==> src/rtl/decoder_4x16_hold_pkg.sv <==
// Shared types and constants for the 4x16 decoder and the matching 16x4 encoder.
package decoder_4x16_hold_pkg;

    localparam int CODE_W = 4;
    localparam int OUT_W  = 16;

    typedef enum logic {
        IDLE = 1'b0,
        HOLD = 1'b1
    } state_e;

    // Width of a counter that must hold values 0..hold.
    function automatic int cnt_width(input int hold);
        return $clog2(hold + 1);
    endfunction

endpackage

==> src/rtl/decoder_4x16_hold_core.sv <==
// Combinational one-hot decode of a 4-bit code; all zeros when disabled.
module decoder_4x16_core
    import decoder_4x16_hold_pkg::*;
(
    input  logic              en,
    input  logic [CODE_W-1:0] i,
    output logic [OUT_W-1:0]  y
);

    generate
        for (genvar gi = 0; gi < OUT_W; gi++) begin : g_bit
            assign y[gi] = en && (i == CODE_W'(gi));
        end
    endgenerate

endmodule

==> src/rtl/decoder_4x16_hold.sv <==
// Decoder that holds each accepted one-hot result for HOLD_CYCLES cycles,
// accepting the next request in the final hold cycle so streams run gap-free.
module decoder_4x16_hold
    import decoder_4x16_hold_pkg::*;
#(
    parameter int HOLD_CYCLES = 3
) (
    input  logic              clk,
    input  logic              rst_n,
    input  logic              en,
    input  logic [CODE_W-1:0] i,
    input  logic              in_valid,
    output logic              in_ready,
    output logic [OUT_W-1:0]  y,
    output logic              out_valid
);

    localparam int CNT_W = cnt_width(HOLD_CYCLES);
    localparam logic [CNT_W-1:0] CNT_LOAD = CNT_W'(HOLD_CYCLES - 1);

    state_e            state_q;
    logic [CNT_W-1:0]  cnt_q;
    logic [OUT_W-1:0]  y_q;
    logic [OUT_W-1:0]  y_d;
    logic              out_valid_q;
    logic              accept;

    decoder_4x16_core u_core (
        .en (en),
        .i  (i),
        .y  (y_d)
    );

    // cnt_q is zero in IDLE, but the state term keeps the intent readable.
    assign in_ready  = (state_q == IDLE) || (cnt_q == '0);
    assign accept    = in_valid && in_ready;
    assign y         = y_q;
    assign out_valid = out_valid_q;

    always_ff @(posedge clk or negedge rst_n) begin
        if (!rst_n) begin
            state_q     <= IDLE;
            cnt_q       <= '0;
            y_q         <= '0;
            out_valid_q <= 1'b0;
        end else begin
            case (state_q)
                IDLE: begin
                    if (accept) begin
                        state_q     <= HOLD;
                        cnt_q       <= CNT_LOAD;
                        y_q         <= y_d;
                        out_valid_q <= 1'b1;
                    end
                end
                HOLD: begin
                    if (cnt_q != '0) begin
                        cnt_q <= cnt_q - 1'b1;
                    end else if (accept) begin
                        cnt_q       <= CNT_LOAD;
                        y_q         <= y_d;
                        out_valid_q <= 1'b1;
                    end else begin
                        state_q     <= IDLE;
                        y_q         <= '0;
                        out_valid_q <= 1'b0;
                    end
                end
                default: begin
                    state_q     <= IDLE;
                    cnt_q       <= '0;
                    y_q         <= '0;
                    out_valid_q <= 1'b0;
                end
            endcase
        end
    end

endmodule

==> config.mk <==
export PLATFORM = sky130hd
export DESIGN_NAME = decoder_4x16_hold
export DESIGN_NICKNAME = d
export VERILOG_FILES = /design/src/rtl/decoder_4x16_hold_pkg.sv /design/src/rtl/decoder_4x16_hold_core.sv /design/src/rtl/decoder_4x16_hold.sv
export SDC_FILE = /design/constraint.sdc
export NUM_CORES = 1
export LEC_CHECK = 0
export ABC_AREA = 1
export CAP_MARGIN = 40
export CORE_MARGIN = 4
export CORE_UTILIZATION = 40
export DETAILED_ROUTE_END_ITERATION = 7
export HOLD_SLACK_MARGIN = 0.08
export PLACE_DENSITY = 0.69
export SYNTH_ARGS = -nofsm -noshare
export SYNTH_HDL_FRONTEND = slang
export SYNTH_SLANG_ARGS = --single-unit
==> constraint.sdc <==
create_clock -name clk -period 1.4 [get_ports clk]
set_clock_uncertainty 0.15 [all_clocks]
set_input_delay 0.28 -clock clk [delete_from_list [all_inputs] [get_ports clk]]
set_output_delay 0.28 -clock clk [all_outputs]
set_load 0.005 [all_outputs]
==> flow_metrics.py, run 1 <==
metrics = {
    "die": {
        "rows": 17,
        "die_h_um": 57.2,
        "start_util": 0.430,
        "die_x_um": 57.2,
        "pin_count": 26,
        "coreArea_um2": 2250,
        "die_area_um2": 3270,
    },
    "layout": {
        "drive_gt1_frac": 0.169,
        "fillerInstances": 221,
        "ff_latch_area_um2": 500,
        "final_cell_mix": "nand2_1 (39), nand3_1 (20), dfrtp_1 (20)",
        "fin_area_um2": 1400,
        "synthToLayoutAreaGrowth_pct": 44.3,
        "final_nets": 175,
        "antenna-diode-count": 0,
        "multiInputGateArea_um2": 407,
        "layout_commonest_cell": "nand2_1",
    },
    "routing": {
        "viasPerCell": 4.84,
        "final_antenna_net_count": 0,
        "drcViolationCount": 0,
        "wl_mm": 2.32,
        "drt_iter0_markers": 11,
        "dr.pass1.iters": 4,
        "vias": 939,
        "wl_per_cell_um": 12.0,
    },
    "placement": {
        "io_buffers": 25,
        "postPlaceCellArea_um2": 1270,
        "gp_congestion": 0.904,
        "post-dp-hpwl_mm": 1.59,
    },
    "setup_path": {
        "slowest_delay_ns": 0.43,
        "path_buf_inv": 1,
        "critPathMaxFanout": 3,
        "start_kind": "flip-flop",
        "critPathKind": "flip-flop to primary output",
        "worst_path_max_delay_cell": "dfrtp_1",
        "crit_path_cell_trace": "o21ai_2 -> buf_2",
        "worstPathArrival_ns": 1.03,
        "required_ns": 0.97,
        "end_kind": "primary output",
        "cp_top_family": "flip-flops",
    },
    "logic_synthesis": {
        "avgSynthCellArea_um2": 7.81,
        "syn_inst": 124,
        "synth.distinct_cells": 16,
        "yosysSeqAreaShare": 0.517,
        "netlist_area_um2": 968,
        "synth_nets": 132,
        "yosysWarnings": 0,
        "ys_ff_latch": 20,
    },
    "timing": {
        "relSlewSlack": 0.821,
        "drv_slew": 0,
        "rsz0062_at_grt": "true",
        "hold_viol": 0,
        "setup_ws_ns": -0.0644,
        "holdWs_ns": 0.143,
        "fin_crit_ns": 1.46,
        "setup_viol": 3,
        "finalCritPeriodShare": 1.05,
        "max_freq_mhz": 683,
        "setup_tns_ns": -0.0784,
        "tightest_slew_ns": 0.269,
    },
    "clock_network": {
        "cts-htree-levels": 1,
        "cts_tree": "built",
        "clock_latency_ns": 0.31,
        "cts_root_buffer": "clkbuf_4",
        "cts_buffers": 3,
        "path_clk_slew_ns": 0.12,
        "ctsLongestPathBuffers": 2,
        "ctsHoldBuffers": 0,
        "cts_sinks": 20,
    },
    "global_routing": {
        "grt_pass1_vias": 894,
        "grt_max_degree": 21,
        "antenna_found_initial": 0,
        "grt_pass1_wl_mm": 3.75,
        "overflow": 0,
        "grt_use_total": 0.145,
    },
    "pwr": {
        "power_mw": 1.81,
        "max-vdd-ir-drop_v": 0.000963,
        "power_leakage_nw": 0.738,
        "p_per_area_nw_per_um2": 1300,
    },
    "status": {
        "violations": "negative setup slack",
        "status": "complete, but fails checks",
    },
    "worst_hold_path": {
        "hold_path.class": "input pin to async pin",
    },
    "run": {
        "cap_violations": 0,
    },
}
[routing by layer]
layer | GRT usage | part of all wire
met5 | 0 | 0
met4 | 0.0596 | 0.015
met3 | 0.0204 | 0.050
met2 | 0.243 | 0.48
met1 | 0.189 | 0.46
[final cells by class]
type,count,area share
repair buffers,41,0.270
inverters,11,0.0295
multi-input cells,90,0.291
flip-flops and latches,20,0.358
clock buffers,4,0.0260
well taps,28,0.0251
[worst paths after layout]
kind | startpoint | end | cells past startpoint | slack [ns]
hold / removal | rst_n | y[0] | 2 | 0.14
setup reg to reg | cnt_q[0] | y[2] | 7 | -0.01
hold reg to reg | y[10] | y[10] | 2 | 0.37
setup / recovery | cnt_q[1] | in_ready | 2 | -0.06
min in group clk | y[10] | y[10] | 2 | 0.37
max in group asynchronous | rst_n | y[11] | 2 | 0.74
[timing repair]
item                                    4_1_cts  5_1_grt
gates resized for setup                      27       13
endpoints found under the setup margin       23       30
pin swaps                                     1        1
buffers inserted                              5        5
[cell families (layout without fill, tap and decap cells)]
family	after synthesis	after routing	share of synthesized area
AO/OA/AOI/OAI	6	6	0.0375
buffers and inverters	14	56	0.0736
AND/OR/NAND/NOR	84	84	0.372
flip-flops	20	20	0.517
[sequential cells by signal, indices dropped and copies added (netlist names)]
register / flops
cnt_q: 2
out_valid: 1
state_q: 1
y: 16
[report_power, final]
| part | total [mW] | switching, mW | internal, mW | leakage, nW |
|---|---|---|---|---|
| Sequential | 0.721 | 0.0574 | 0.663 | 0.269 |
| Clock | 0.346 | 0.187 | 0.159 | 0.0210 |
| Combinational | 0.744 | 0.404 | 0.340 | 0.448 |
| Total | 1.81 | 0.649 | 1.16 | 0.738 |
[through the flow]
step / setup slack, ns / instances / util
2_1_floorplan: 0.207 / 124 / -
3_3_place_gp: -0.155 / 180 / 0.563
3_5_place_dp: -0.183 / 180 / 0.563
4_1_cts: -0.141 / 189 / 0.598
5_1_grt: -0.124 / 194 / 0.620
6_report: -0.0644 / 194 / 0.620
[synth_stat cells]
cell type  number  area (um^2)
nand2_1        39          146
o21ai_2         1         8.76
o31ai_1         1         7.51
o21ai_0         3         15.0
inv_2           1         3.75
nor2_1         18         67.6
nand3_1        20          100
buf_4           1         7.51
nor2_2          2         12.5
a21oi_1         1         5.00
nor3_1          2         10.0
dfrtp_1        20          500
inv_1          10         37.5
nand2_2         2         12.5
buf_6           2         22.5
nor2_4          1         11.3
No activity file was read; power rests on OpenSTA's default activity.
==> run 2, diff against run 1 <==
Settings changed: CORE_MARGIN 4 to unset.
==> run 2 against run 1 <==
The flow still finishes with violations (negative setup slack). Flip-flop and latch count did not move. Clock power fell by 3%. Sequential power fell by 0.8%. Hold slack improved by 0.0038 ns. Register-to-register slack improved by 0.10 ns. Critical path depth did not move. Maximum frequency rose by 3.3%. Largest power group unchanged. Highest routed layer unchanged.
==> flow_metrics.py, run 2 (synthesis gave the netlist of run 1 again) <==
metrics = {
    "layout": {
        "antenna-diode-count": 0,
        "fin_area_um2": 1410,
        "layout_commonest_cell": "nand2_1",
        "fin_cells": 195,
        "final_cell_mix": "nand2_1 (39), nand3_1 (20), dfrtp_1 (20)",
        "fin_util": 0.623,
        "final_nets": 176,
        "synthToLayoutAreaGrowth_pct": 45.1,
        "drive_gt1_frac": 0.174,
        "largest_reg_flops": 16,
    },
    "setup_path": {
        "r2r_setup_slack_ns": 0.09,
        "critPathKind": "flip-flop to primary output",
        "required_ns": 0.97,
        "slowest_delay_ns": 0.41,
        "end_kind": "primary output",
        "start_kind": "flip-flop",
        "worst_path_max_delay_cell": "dfrtp_1",
        "worstPathArrival_ns": 0.99,
        "crit_path_cell_trace": "o21ai_2 -> buf_2",
        "critPathMaxFanout": 2,
    },
    "clock_network": {
        "cts_sinks": 20,
        "path_clk_slew_ns": 0.11,
        "cts_tree": "built",
        "cts_root_buffer": "clkbuf_4",
        "cts_buffers": 3,
        "ctsLongestPathBuffers": 2,
        "clock_latency_ns": 0.30,
        "ctsHoldBuffers": 0,
        "cts-htree-levels": 1,
    },
    "timing": {
        "max_freq_mhz": 705,
        "holdWs_ns": 0.147,
        "setup_tns_ns": -0.0180,
        "drv_slew": 0,
        "relSlewSlack": 0.829,
        "tightest_slew_ns": 0.256,
        "rsz0062_at_grt": "true",
        "finalCritPeriodShare": 1.01,
        "setup_ws_ns": -0.0180,
        "hold_viol": 0,
        "setup_viol": 1,
        "fin_crit_ns": 1.42,
    },
    "global_routing": {
        "grt_max_degree": 21,
        "overflow": 0,
        "antenna_found_initial": 0,
        "grt_pass1_wl_mm": 3.70,
        "grt_pass1_vias": 874,
        "grt_use_total": 0.191,
    },
    "placement": {
        "post-dp-hpwl_mm": 1.54,
        "gp_congestion": 0.916,
        "place_ws_ns": -0.173,
        "dp_cells": 181,
        "io_buffers": 25,
        "postPlaceCellArea_um2": 1280,
    },
    "routing": {
        "final_antenna_net_count": 0,
        "viasPerCell": 4.94,
        "dr.pass1.iters": 4,
        "wl_mm": 2.30,
        "drcViolationCount": 0,
        "wl_per_cell_um": 11.8,
        "drt_iter0_markers": 26,
        "vias": 964,
    },
    "die": {
        "die_area_um2": 2620,
        "coreArea_um2": 2250,
        "start_util": 0.430,
        "rows": 17,
        "die_h_um": 51.2,
        "die_x_um": 51.2,
        "pin_count": 26,
    },
    "status": {
        "violations": "negative setup slack",
        "status": "complete, but fails checks",
    },
    "run": {
        "cap_violations": 0,
    },
    "pwr": {
        "max-vdd-ir-drop_v": 0.000762,
        "power_leakage_nw": 0.743,
        "p_per_area_nw_per_um2": 1290,
        "power_mw": 1.82,
    },
    "worst_hold_path": {
        "hold_path.class": "input pin to async pin",
    },
}
run 2: cell type report:
| class | instances | area [um^2] |
|---|---|---|
| fillers | 214 | 850 |
| clock buffers | 4 | 36.3 |
| repair buffers | 41 | 364 |
| well taps | 28 | 35.0 |
| inverters | 11 | 41.3 |
| multi-input cells | 91 | 428 |
| flip-flops and latches | 20 | 500 |
run 2: critical path, delay by kind of cell (launching register included):
family | cells | cell delay [ns]
DFF | 1 | 0.41
buffers and inverters | 1 | 0.13
AOI/OAI and AO/OA | 1 | 0.15
run 2: timing repair:
item	CTS	global route
setup buffers	6	3
endpoints found under the setup margin	32	34
cloned	1	0
resized for setup	25	17
pin swaps	2	3
run 2: path summary, 6_finish.rpt:
path / startpoint / to / cells past startpoint
worst min register to register: y[1] / y[1] / 2
min in group clk: y[1] / y[1] / 2
worst max-delay path: cnt_q[0] / in_ready / 2
max in group asynchronous: rst_n / y[3] / 2
worst max register to register: state_q / y[15] / 5
worst min-delay path: rst_n / state_q / 2
run 2: power by group:
part	switching, mW	internal [mW]	total (mW)	leakage [nW]
registers	0.0518	0.663	0.715	0.269
logic	0.438	0.327	0.765	0.453
clock network	0.179	0.159	0.337	0.0210
run 2: layer usage:
layer / vias up / part of all wire / track usage / routed length, um
met1: 455 / 0.44 / 0.237 / 1020
met2: 24 / 0.50 / 0.338 / 1160
met3: 4 / 0.038 / 0.0208 / 87
met4: 0 / 0.015 / 0.0694 / 34
li1: 481 / - / - / -
met5: - / 0 / 0 / 0
